$ cat src/rtl/lsu_ic_pkg.sv
// lsu_ic_pkg: shared types and constants for the LSU interconnect.
//   addr_region_t : byte base/length pair describing one address window
//   state_t       : transaction FSM states (ST_DRAIN exists only when
//                   LSU_AXI_TIMEOUT_EN is defined)
//   AXI_RESP_*    : AXI-Lite response codes
//   DEAD_BEEF     : load data returned for errored accesses
package lsu_ic_pkg;

  typedef struct packed {
    logic [31:0] base;
    logic [31:0] length;
  } addr_region_t;

  typedef enum logic [2:0] {
    ST_IDLE,
    ST_RD_A,
    ST_RD_D,
    ST_WR_AW,
    ST_WR_B,
    ST_RESP
`ifdef LSU_AXI_TIMEOUT_EN
    , ST_DRAIN
`endif
  } state_t;

  localparam logic [1:0]  AXI_RESP_OKAY   = 2'b00;
  localparam logic [1:0]  AXI_RESP_SLVERR = 2'b10;
  localparam logic [1:0]  AXI_RESP_DECERR = 2'b11;
  localparam logic [31:0] DEAD_BEEF       = 32'hDEAD_BEEF;

  // base <= addr < base+length, written as an offset compare so that a
  // window touching the top of the address space cannot wrap.
  function automatic logic region_hit(addr_region_t r, logic [31:0] addr);
    logic [31:0] off;
    off = addr - r.base;
    return (addr >= r.base) && (off < r.length);
  endfunction

endpackage

$ cat src/rtl/lsu_interconnect_axil_decode.sv
// lsu_addr_decode: combinational address decode for the LSU interconnect.
//   addr       in  : CPU byte address
//   dmem_hit   out : address falls in the DMEM window
//   periph_hit out : address falls in the AXI-Lite peripheral window
//   dmem_word  out : DMEM word address (offset bits [ADDR_DMEM_WIDTH+1:2])
module lsu_addr_decode
  import lsu_ic_pkg::*;
#(
  parameter int           ADDR_DMEM_WIDTH = 10,
  parameter addr_region_t DMEM_REGION     = '0,
  parameter addr_region_t PERIPH_REGION   = '0
) (
  input  logic [31:0]                addr,
  output logic                       dmem_hit,
  output logic                       periph_hit,
  output logic [ADDR_DMEM_WIDTH-1:0] dmem_word
);

  logic [31:0] dmem_off;

  assign dmem_off   = addr - DMEM_REGION.base;
  assign dmem_hit   = (addr >= DMEM_REGION.base) && (dmem_off < DMEM_REGION.length);
  assign dmem_word  = dmem_off[ADDR_DMEM_WIDTH+1:2];
  assign periph_hit = region_hit(PERIPH_REGION, addr);

endmodule

$ cat src/rtl/lsu_interconnect_axil.sv
// lsu_interconnect_axil: routes CPU load/store requests to zero-wait DMEM,
// an AXI4-Lite master (peripheral window) or an error responder.
//   clk/rst                      : clock, synchronous active-high reset
//   *_dmem                       : DMEM port (dout_dmem is combinational)
//   rready_lsu/rvalid_lsu        : load request / load complete
//   wvalid_lsu/wready_lsu        : store request / store complete
//   err_lsu                      : error flag qualifying the completion
//   addr_lsu/data_lsu_i/strb_lsu : request address, store data, strobes
//   data_lsu_o                   : load data
//   m_*                          : AXI4-Lite master channels
// Handshake: the CPU holds its request (and addr/data/strb) stable until
// the matching completion pulse; a store wins when both are requested and
// the load is served on a later cycle. AXI channels transfer on
// valid && ready at the rising edge; a valid, once raised, stays high
// until its own handshake.
// Optional feature macro: LSU_AXI_TIMEOUT_EN (AXI wait timeout + DRAIN).
module lsu_interconnect_axil
  import lsu_ic_pkg::*;
#(
  parameter int          ADDR_DMEM_WIDTH = 10,
  parameter logic [31:0] DMEM_BASE       = 32'h1000_0000,
  parameter logic [31:0] DMEM_LENGTH     = 32'(1) << (ADDR_DMEM_WIDTH + 2),
  parameter logic [31:0] PERIPH_BASE     = 32'h2000_0000,
  parameter logic [31:0] PERIPH_LENGTH   = 32'h0001_0000,
  parameter int          TIMEOUT_CYCLES  = 255
) (
  input  logic                       clk,
  input  logic                       rst,
  output logic                       we_dmem,
  output logic [3:0]                 wstrb_dmem,
  output logic [ADDR_DMEM_WIDTH-1:0] addr_dmem,
  output logic [31:0]                din_dmem,
  input  logic [31:0]                dout_dmem,
  input  logic                       rready_lsu,
  output logic                       rvalid_lsu,
  input  logic                       wvalid_lsu,
  output logic                       wready_lsu,
  output logic                       err_lsu,
  input  logic [3:0]                 strb_lsu,
  input  logic [31:0]                addr_lsu,
  input  logic [31:0]                data_lsu_i,
  output logic [31:0]                data_lsu_o,
  output logic [31:0]                m_awaddr,
  output logic [2:0]                 m_awprot,
  output logic                       m_awvalid,
  input  logic                       m_awready,
  output logic [31:0]                m_wdata,
  output logic [3:0]                 m_wstrb,
  output logic                       m_wvalid,
  input  logic                       m_wready,
  input  logic [1:0]                 m_bresp,
  input  logic                       m_bvalid,
  output logic                       m_bready,
  output logic [31:0]                m_araddr,
  output logic [2:0]                 m_arprot,
  output logic                       m_arvalid,
  input  logic                       m_arready,
  input  logic [31:0]                m_rdata,
  input  logic [1:0]                 m_rresp,
  input  logic                       m_rvalid,
  output logic                       m_rready
);

  localparam addr_region_t DMEM_REGION   = '{base: DMEM_BASE, length: DMEM_LENGTH};
  localparam addr_region_t PERIPH_REGION = '{base: PERIPH_BASE, length: PERIPH_LENGTH};
  localparam logic [32:0]  DMEM_END      = {1'b0, DMEM_BASE} + {1'b0, DMEM_LENGTH};
  localparam logic [32:0]  PERIPH_END    = {1'b0, PERIPH_BASE} + {1'b0, PERIPH_LENGTH};

  if (DMEM_END > 33'h1_0000_0000) begin : g_dmem_wrap
    $error("DMEM window wraps past the top of the address space");
  end
  if (PERIPH_END > 33'h1_0000_0000) begin : g_periph_wrap
    $error("peripheral window wraps past the top of the address space");
  end
  if (TIMEOUT_CYCLES < 2) begin : g_timeout_range
    $error("TIMEOUT_CYCLES must be at least 2");
  end

  logic                       dmem_hit, periph_hit;
  logic [ADDR_DMEM_WIDTH-1:0] dmem_word;

  lsu_addr_decode #(
    .ADDR_DMEM_WIDTH(ADDR_DMEM_WIDTH),
    .DMEM_REGION    (DMEM_REGION),
    .PERIPH_REGION  (PERIPH_REGION)
  ) u_decode (
    .addr      (addr_lsu),
    .dmem_hit  (dmem_hit),
    .periph_hit(periph_hit),
    .dmem_word (dmem_word)
  );

  state_t      state, state_nxt;
  logic        aw_done, aw_done_nxt, w_done, w_done_nxt;
  logic        is_wr, is_wr_nxt, err_q, err_nxt;
  logic [31:0] rdata_q, rdata_nxt;

  // Address/data/prot channels carry the held CPU request; only valids vary.
  assign m_awaddr = addr_lsu;
  assign m_araddr = addr_lsu;
  assign m_wdata  = data_lsu_i;
  assign m_wstrb  = strb_lsu;
  assign m_awprot = 3'b000;
  assign m_arprot = 3'b000;

`ifdef LSU_AXI_TIMEOUT_EN
  localparam int CW = $clog2(TIMEOUT_CYCLES + 1);
  logic [CW-1:0] cnt;
  logic          waiting;
  // Channel work still owed to the slave after a timeout.
  logic ar_pend, r_pend, aw_pend, w_pend, b_pend;
  logic ar_pend_nxt, r_pend_nxt, aw_pend_nxt, w_pend_nxt, b_pend_nxt;

  assign waiting = (state == ST_RD_A) || (state == ST_RD_D) ||
                   (state == ST_WR_AW) || (state == ST_WR_B);

  always_ff @(posedge clk) begin
    if (rst || state == ST_IDLE) cnt <= '0;
    else if (waiting)            cnt <= cnt + CW'(1);
    if (rst) begin
      ar_pend <= 1'b0; r_pend <= 1'b0; aw_pend <= 1'b0;
      w_pend  <= 1'b0; b_pend <= 1'b0;
    end else begin
      ar_pend <= ar_pend_nxt; r_pend <= r_pend_nxt; aw_pend <= aw_pend_nxt;
      w_pend  <= w_pend_nxt;  b_pend <= b_pend_nxt;
    end
  end
`endif

  always_ff @(posedge clk) begin
    if (rst) begin
      state   <= ST_IDLE;
      aw_done <= 1'b0;
      w_done  <= 1'b0;
      is_wr   <= 1'b0;
      err_q   <= 1'b0;
      rdata_q <= '0;
    end else begin
      state   <= state_nxt;
      aw_done <= aw_done_nxt;
      w_done  <= w_done_nxt;
      is_wr   <= is_wr_nxt;
      err_q   <= err_nxt;
      rdata_q <= rdata_nxt;
    end
  end

  always_comb begin
    state_nxt   = state;
    aw_done_nxt = aw_done;
    w_done_nxt  = w_done;
    is_wr_nxt   = is_wr;
    err_nxt     = err_q;
    rdata_nxt   = rdata_q;
    we_dmem     = 1'b0;
    wstrb_dmem  = '0;
    addr_dmem   = '0;
    din_dmem    = '0;
    rvalid_lsu  = 1'b0;
    wready_lsu  = 1'b0;
    err_lsu     = 1'b0;
    data_lsu_o  = '0;
    m_awvalid   = 1'b0;
    m_wvalid    = 1'b0;
    m_bready    = 1'b0;
    m_arvalid   = 1'b0;
    m_rready    = 1'b0;
`ifdef LSU_AXI_TIMEOUT_EN
    ar_pend_nxt = ar_pend;
    r_pend_nxt  = r_pend;
    aw_pend_nxt = aw_pend;
    w_pend_nxt  = w_pend;
    b_pend_nxt  = b_pend;
`endif
    // Outputs are forced quiet while reset is held.
    if (!rst) begin
      case (state)
        ST_IDLE: begin
          if (dmem_hit) begin
            addr_dmem  = dmem_word;
            din_dmem   = data_lsu_i;
            we_dmem    = wvalid_lsu;
            wstrb_dmem = wvalid_lsu ? strb_lsu : 4'h0;
            data_lsu_o = dout_dmem;
            wready_lsu = wvalid_lsu;
            rvalid_lsu = rready_lsu && !wvalid_lsu;
          end else if (periph_hit) begin
            err_nxt   = 1'b0;
            rdata_nxt = '0;
            if (wvalid_lsu) begin
              state_nxt   = ST_WR_AW;
              is_wr_nxt   = 1'b1;
              aw_done_nxt = 1'b0;
              w_done_nxt  = 1'b0;
            end else if (rready_lsu) begin
              state_nxt = ST_RD_A;
              is_wr_nxt = 1'b0;
            end
          end else if (rready_lsu || wvalid_lsu) begin
            err_lsu    = 1'b1;
            data_lsu_o = DEAD_BEEF;
            wready_lsu = wvalid_lsu;
            rvalid_lsu = rready_lsu && !wvalid_lsu;
          end
        end
        ST_RD_A: begin
          m_arvalid = 1'b1;
          if (m_arready) state_nxt = ST_RD_D;
        end
        ST_RD_D: begin
          m_rready = 1'b1;
          if (m_rvalid) begin
            rdata_nxt = m_rdata;
            err_nxt   = (m_rresp != AXI_RESP_OKAY);
            state_nxt = ST_RESP;
          end
        end
        ST_WR_AW: begin
          // AW and W are independent; each valid drops after its own beat.
          m_awvalid   = !aw_done;
          m_wvalid    = !w_done;
          aw_done_nxt = aw_done || m_awready;
          w_done_nxt  = w_done || m_wready;
          if (aw_done_nxt && w_done_nxt) state_nxt = ST_WR_B;
        end
        ST_WR_B: begin
          m_bready = 1'b1;
          if (m_bvalid) begin
            err_nxt   = (m_bresp != AXI_RESP_OKAY);
            state_nxt = ST_RESP;
          end
        end
        ST_RESP: begin
          rvalid_lsu = !is_wr;
          wready_lsu = is_wr;
          err_lsu    = err_q;
          data_lsu_o = rdata_q;
          state_nxt  = ST_IDLE;
`ifdef LSU_AXI_TIMEOUT_EN
          if (ar_pend || r_pend || aw_pend || w_pend || b_pend) state_nxt = ST_DRAIN;
        end
        ST_DRAIN: begin
          // Finish whatever the slave still owes before taking new requests.
          m_arvalid = ar_pend;
          m_awvalid = aw_pend;
          m_wvalid  = w_pend;
          m_rready  = 1'b1;
          m_bready  = 1'b1;
          if (m_arready) ar_pend_nxt = 1'b0;
          if (m_awready) aw_pend_nxt = 1'b0;
          if (m_wready)  w_pend_nxt  = 1'b0;
          if (m_rvalid)  r_pend_nxt  = 1'b0;
          if (m_bvalid)  b_pend_nxt  = 1'b0;
          if (!(ar_pend_nxt || r_pend_nxt || aw_pend_nxt || w_pend_nxt || b_pend_nxt))
            state_nxt = ST_IDLE;
`endif
        end
        default: state_nxt = ST_IDLE;
      endcase
`ifdef LSU_AXI_TIMEOUT_EN
      // A normal completion in the same cycle takes priority over timeout.
      if (waiting && state_nxt != ST_RESP && cnt == CW'(TIMEOUT_CYCLES - 1)) begin
        state_nxt   = ST_RESP;
        err_nxt     = 1'b1;
        rdata_nxt   = is_wr ? 32'h0 : DEAD_BEEF;
        ar_pend_nxt = (state == ST_RD_A) && !m_arready;
        r_pend_nxt  = !is_wr;
        aw_pend_nxt = (state == ST_WR_AW) && !aw_done_nxt;
        w_pend_nxt  = (state == ST_WR_AW) && !w_done_nxt;
        b_pend_nxt  = is_wr;
      end
`endif
    end
  end

endmodule

$ cat config.mk
export PLATFORM = sky130hd
export DESIGN_NAME = lsu_interconnect_axil
export DESIGN_NICKNAME = d
export VERILOG_FILES = /design/src/rtl/lsu_ic_pkg.sv /design/src/rtl/lsu_interconnect_axil_decode.sv /design/src/rtl/lsu_interconnect_axil.sv
export SDC_FILE = /design/constraint.sdc
export NUM_CORES = 1
export LEC_CHECK = 0
export BUFFER_PORTS_ARGS = -buffer_cell sky130_fd_sc_hd__buf_4
export CELL_PAD_IN_SITES_DETAIL_PLACEMENT = 1
export CELL_PAD_IN_SITES_GLOBAL_PLACEMENT = 1
export CORE_ASPECT_RATIO = 0.5
export CORE_MARGIN = 5
export CORE_UTILIZATION = 25
export DETAILED_ROUTE_END_ITERATION = 10
export PLACE_DENSITY_LB_ADDON = 0.1
export REMOVE_ABC_BUFFERS = 1
export SETUP_SLACK_MARGIN = 0.05
export SLEW_MARGIN = 20
export SYNTH_ARGS = -nofsm -noshare
export SYNTH_HDL_FRONTEND = slang
export SYNTH_SLANG_ARGS = --single-unit
export TNS_END_PERCENT = 100
$ cat constraint.sdc
create_clock -name clk -period 4.4 [get_ports clk]
set_input_delay 1.1 -clock clk [delete_from_list [all_inputs] [get_ports clk]]
set_output_delay 1.1 -clock clk [all_outputs]
set_load 0.005 [all_outputs]
# Word level (Yosys, flattened, before mapping)
# Cells that the tools add are included.
# Widths: inputs -> output; s select.
totals:
  regBits: 39
  out_inout_bits: 193
op_classes:
  magnitude_cmp: 4
  n_addsub: 2
  n_eq_ne: 13
  bitwise: 1
  reduce_logical: 23
  muxes: 68
op_table:
  columns: ["operator", "count"]
  rows:
  - ["$mux 32", 10]
  - ["$pmux 32 s2", 2]
  - ["$mux 1", 34]
  - ["$ge 32x29->1 const B", 1]
  - ["$ge 32x30->1 const B", 1]
  - ["$lt 32x13->1 const B", 1]
  - ["$lt 32x17->1 const B", 1]
  - ["$sub 32x29->32 const B", 1]
  - ["$sub 32x30->32 const B", 1]
  - ["$mux 10", 3]
  - ["$mux 3", 8]
  - ["$mux 4", 4]
  - ["$pmux 3 s5", 1]
  - ["$ne 2x2->1 const B", 7]
  - ["$reduce_and 4->1", 3]
  - ["$pmux 1 s2", 5]
  - ["$reduce_bool 2->1", 5]
  - ["$reduce_and 7->1", 1]
  - ["$eq 3x2->1 const B", 2]
  - ["$eq 3x3->1 const B", 2]
  - ["$reduce_and 5->1", 1]
  - ["$logic_and 1x1->1", 4]
  - ["$logic_not 1->1", 4]
  - ["$eq 3x1->1 const B", 1]
  - ["6 further kinds", 8]

# Longest topological paths before layout
logic_depth:
  depth_word: 7
  ltp_mapped: 8

# Cells and area by module
# A second synthesis with hierarchy kept.
unflattened:
  hier_cells: 496
  area_unflattened_um2: 3459.6
by_module_without_submodules:
  columns: ["module", "area_each_um2", "cells_per_inst", "n_inst", "seq_area_each_um2"]
  rows:
  - ["lsu_interconnect_axil", 3250.6, 469, 1, 780.7]
  - ["lsu_addr_decode", 209.0, 27, 1, 0.0]

# Least setup slack after synthesis
# No wires, ideal clock.
synth_timing:
  kind: "input port to output port"
  start: "input addr_lsu[29]"
  end: "output data_lsu_o[10]"
  required_ns: 3.300
  path_stages: 5
  arrival_ns: 2.695
  setup_slack_ns: 0.605
  path_cell_list: "or4_1 nor4_4 o21ai_2 buf_4 a221oi_2"
synth_via:
  elab_chain_cells: 7
synth_rtl:
  columns: ["element", "line", "rtl"]
  rows:
  - ["from (decl)", "lsu_interconnect_axil.sv:40", "input logic [31:0] addr_lsu,"]
  - ["$sub 32x30->32", "lsu_ic_pkg.sv:35", "off = addr - r.base;"]
  - ["$lt 32x17->1", "lsu_ic_pkg.sv:36", "return (addr >= r.base) && (off < r.length);"]
  - ["$logic_and 1x1->1", "lsu_ic_pkg.sv:36", null]
  - ["$mux 32", "lsu_interconnect_axil.sv:187", "end else if (periph_hit) begin"]
  - ["$mux 32 (*)", "lsu_interconnect_axil.sv:179", "if (dmem_hit) begin"]
  - ["$pmux 32 s2 (*)", "lsu_interconnect_axil.sv:177", "case (state)"]
  - ["$mux 32 (*)", "lsu_interconnect_axil.sv:176", "if (!rst) begin"]
  - ["to (decl)", "lsu_interconnect_axil.sv:42", "output logic [31:0] data_lsu_o,"]
# Mark *: on every way between the ends. The rest lies on a longest branch, timed or not.

# Final worst setup path
layout_timing:
  start: "input addr_lsu[29]"
  end: "output data_lsu_o[30]"
# Same word-level chain as after synthesis.

==> impl_metrics.env <==
export IMPL_outcome="complete, no violations"
export IMPL_max_clock_freq_mhz=238
export IMPL_critPathKind="input port to output pin"
export IMPL_post_route_cell_area_um2=5840
export IMPL_seqCellArea_um2=781
export IMPL_globalRouteOverflowTotal=0
export IMPL_start_util_pct=25.8
export IMPL_worst_setup_path_end_kind="output pin"
export IMPL_synth_edff_count=0
export IMPL_initial_antenna_violation_count=1
export IMPL_timing_critical_path_cells="buf_4 > or4_1 > nor4_4 > buf_4 > buf_6 > buf_4 > a221oi_1 > buf_4"
export IMPL_clkTransAtPathRegs_ns=0.06
export IMPL_antennaDiodeCount=0
export IMPL_die_area_um2=17900
export IMPL_global_route_peak_usage_layer="met2"
export IMPL_report_final_slew_viol_count=0
export IMPL_core_area_um2=14700
export IMPL_comb_power_share_pct=43.7
export IMPL_pwr_share_clk_pct=28.1
export IMPL_die_height_um=97.0
export IMPL_net_switching_power_w=0.000440
export IMPL_synthDominantCellAreaShare_pct=22.0
export IMPL_grt_first_pass_wirelength_um=27100
export IMPL_layout_worst_path_cycle_share_pct=95.3
export IMPL_seq_area_frac_synth_pct=20.6
export IMPL_share_of_layout_cells_above_drive_strength_1_pct=53.3
export IMPL_clkSinkCount=39
export IMPL_synth_cells=488
export IMPL_synth_warning_count=0
export IMPL_area_delta_synth_final_pct=54.3
export IMPL_route_detailed_drc=0
export IMPL_switching_fraction_of_total_power_pct=32.8
export IMPL_setup_viol=0
export IMPL_critical_path_max_stage_delay_ns=0.58
export IMPL_hold_path_class="flip-flop to flip-flop"
export IMPL_p_leak_nw=2.69
export IMPL_routed_wl_um=18600
export IMPL_netlist_area_um2=3790
export IMPL_worstMarginPinSlew_ns=0.602
export IMPL_grtUsageTotal_pct=19.0
export IMPL_critPathMaxFanout=21
export IMPL_finalWeightedCongestion=0.820
export IMPL_dpl_hpwl_um=14900
export IMPL_vdd_drop_max_mv=0.147
export IMPL_io_pins=338
export IMPL_synth_area_top_cells="sky130_fd_sc_hd__buf_4, sky130_fd_sc_hd__dfxtp_1, sky130_fd_sc_hd__mux2i_1"
export IMPL_fill_cell_count=1805
export IMPL_synth_ff_latch_count=39
export IMPL_use_met2_pct=34.2
export IMPL_synth_cell_type_count=45
export IMPL_grtUsageMet1_pct=24.0
export IMPL_power_per_cell_area_nw_per_um2=230
export IMPL_post_drt_via_cell_ratio=4.55
export IMPL_yosys_most_used_dff="sky130_fd_sc_hd__dfxtp_1"
export IMPL_buffer_ports_inserted=325
export IMPL_routedWlPerCell_um=20.7
export IMPL_finClkSkew_ns=0.0104
export IMPL_worst_path_buffer_plus_inverter_count=5
export IMPL_cts_tree="done"
export IMPL_cp_start_kind="input port"
export IMPL_final_net_count=846
export IMPL_final_cell_mix="sky130_fd_sc_hd__buf_4, sky130_fd_sc_hd__nand2_1, sky130_fd_sc_hd__and2_1"
export IMPL_groute_layer_met3_usage_pct=3.67
export IMPL_post_route_min_period_ns=4.19
export IMPL_antenna_left=0
export IMPL_rows=31
export IMPL_final_hold_viol_count=0
export IMPL_synth_top_area_cell="sky130_fd_sc_hd__buf_4"
export IMPL_initialDrtViolationCount=152
export IMPL_power_total_w=0.00134
export IMPL_synthArstFlopShare_pct=0
export IMPL_htree_num_levels=2
export IMPL_dpl_cell_area_um2=5650
export IMPL_crit_slowest_cell="sky130_fd_sc_hd__or4_1"
export IMPL_clock_latency_ns=0.28
export IMPL_power_frac_seq_pct=28.2
export IMPL_final_common_cell="sky130_fd_sc_hd__buf_4"
export IMPL_cts_hold_fix_buffers=0
export IMPL_drt_pre_antenna_iters=5
export IMPL_timing_max_cap_violations=0
export IMPL_critical_path_arrival_ns=3.09
export IMPL_number_of_global_route_vias_before_repair=4159
export IMPL_cts_root_buffer="sky130_fd_sc_hd__clkbuf_16"
export IMPL_rsz0062_at_grt="no"
export IMPL_via_count=4083
export IMPL_path_delay_family="buffers and inverters"
export IMPL_syn_mean_instance_area_um2=7.76
export IMPL_crit_path_frequent_cell="sky130_fd_sc_hd__buf_4"
export IMPL_crit_required_ns=3.30
export IMPL_slew_headroom_pct=59.7
export IMPL_fp_dieW_um=184
export IMPL_grt_max_degree=59
export IMPL_internal_power_w=0.000901
export IMPL_clockBufferDepth=2
export IMPL_multiInputGateArea_um2=2100
export IMPL_cts_buffers=5
==> stage by stage <==
stage	setup TNS [ns]	utilization [%]	std cells	hold slack, ns	worst slack [ns]
CTS	0	39.6	895	0.465	0.0679
finish	0	39.8	898	0.469	0.205
global route	0	39.8	898	0.501	0.120
detailed placement	0	38.6	887	0.457	0.0131
floorplan	-61.46	-	354	0.434	-1.01
global placement	0	38.6	887	0.444	0.0375
==> power by group through the flow <==
| stage | clock (W) | sequential (W) | combinational, W |
|---|---|---|---|
| after floorplan | 0 | 0.000380 | 0.000240 |
| after global placement | 0 | 0.000386 | 0.000577 |
| after detailed placement | 0 | 0.000386 | 0.000582 |
| after CTS | 0.000391 | 0.000378 | 0.000583 |
| after global routing | 0.000405 | 0.000380 | 0.000630 |
| final | 0.000377 | 0.000378 | 0.000586 |
==> synthesized netlist by cell type (3+ instances only) <==
master and count:
sky130_fd_sc_hd__nor2_1 17, sky130_fd_sc_hd__o21ai_0 3, sky130_fd_sc_hd__nand3b_1 3, sky130_fd_sc_hd__nand2b_1 22, sky130_fd_sc_hd__buf_1 3, sky130_fd_sc_hd__a32oi_1 8, sky130_fd_sc_hd__buf_4 111, sky130_fd_sc_hd__clkbuf_1 18
sky130_fd_sc_hd__buf_2 3, sky130_fd_sc_hd__inv_1 3, sky130_fd_sc_hd__a221oi_1 4, sky130_fd_sc_hd__nor4_1 3, sky130_fd_sc_hd__mux2i_1 32, sky130_fd_sc_hd__nand2_1 78, sky130_fd_sc_hd__a221oi_2 20, sky130_fd_sc_hd__and2_1 46
sky130_fd_sc_hd__dfxtp_1 39, sky130_fd_sc_hd__clkbuf_2 4, sky130_fd_sc_hd__nor3_1 8, sky130_fd_sc_hd__a21oi_1 29
==> registers in the layout (all words and copies together) (netlist names) <==
register	flops
err_q	1
state	3
rdata_q	32
w_done	1
is_wr	1
aw_done	1
==> path summary, 6_finish.rpt <==
path              slack [ns]  depth (start not counted)              to    startpoint
setup / recovery        0.21                          8  data_lsu_o[30]  addr_lsu[29]
hold / removal          0.47                          2     rdata_q[17]   rdata_q[17]
hold reg to reg         0.47                          2     rdata_q[17]   rdata_q[17]
setup reg to reg        2.20                          5     rdata_q[16]      state[1]
==> cell type report <==
cell class              count  share of cell area [%]
well taps                 198                    4.24
multi-input cells         313                    36.0
inverters                   3                   0.193
clock inverters             2                   0.236
clock buffers               6                    2.38
repair buffers            337                    43.6
flip-flops and latches     39                    13.4
==> cells by family after synthesis <==
kind of cell,share of synthesized area (%)
compound gates,18.2
other cells,0.0990
buf+inv,25.3
fa+ha+maj,0.661
mux,8.46
xor+xnor,0.463
simple gates,26.1
flops,20.6
==> layer usage <==
| metal | wire, um | vias to the layer above |
|---|---|---|
| li1 | - | 1984 |
| met1 | 7950 | 1960 |
| met2 | 9370 | 123 |
| met3 | 1030 | 14 |
| met4 | 199 | 2 |
| met5 | 13 | - |
==> what timing repair did <==
item | 4_1_cts | 5_1_grt
gates cloned | 0 | 1
setup endpoints to repair | 5 | 14
pin swaps | 0 | 2
gates resized for setup | 1 | 2
buffers inserted | 0 | 2
==> worst min-delay path: cells and delay by family (launching register included) <==
family	cells	cell delay, ns
DFF	1	0.32
muxes	1	0.05
and+or+nand+nor	1	0.05
(Power assumes the default switching activity.)
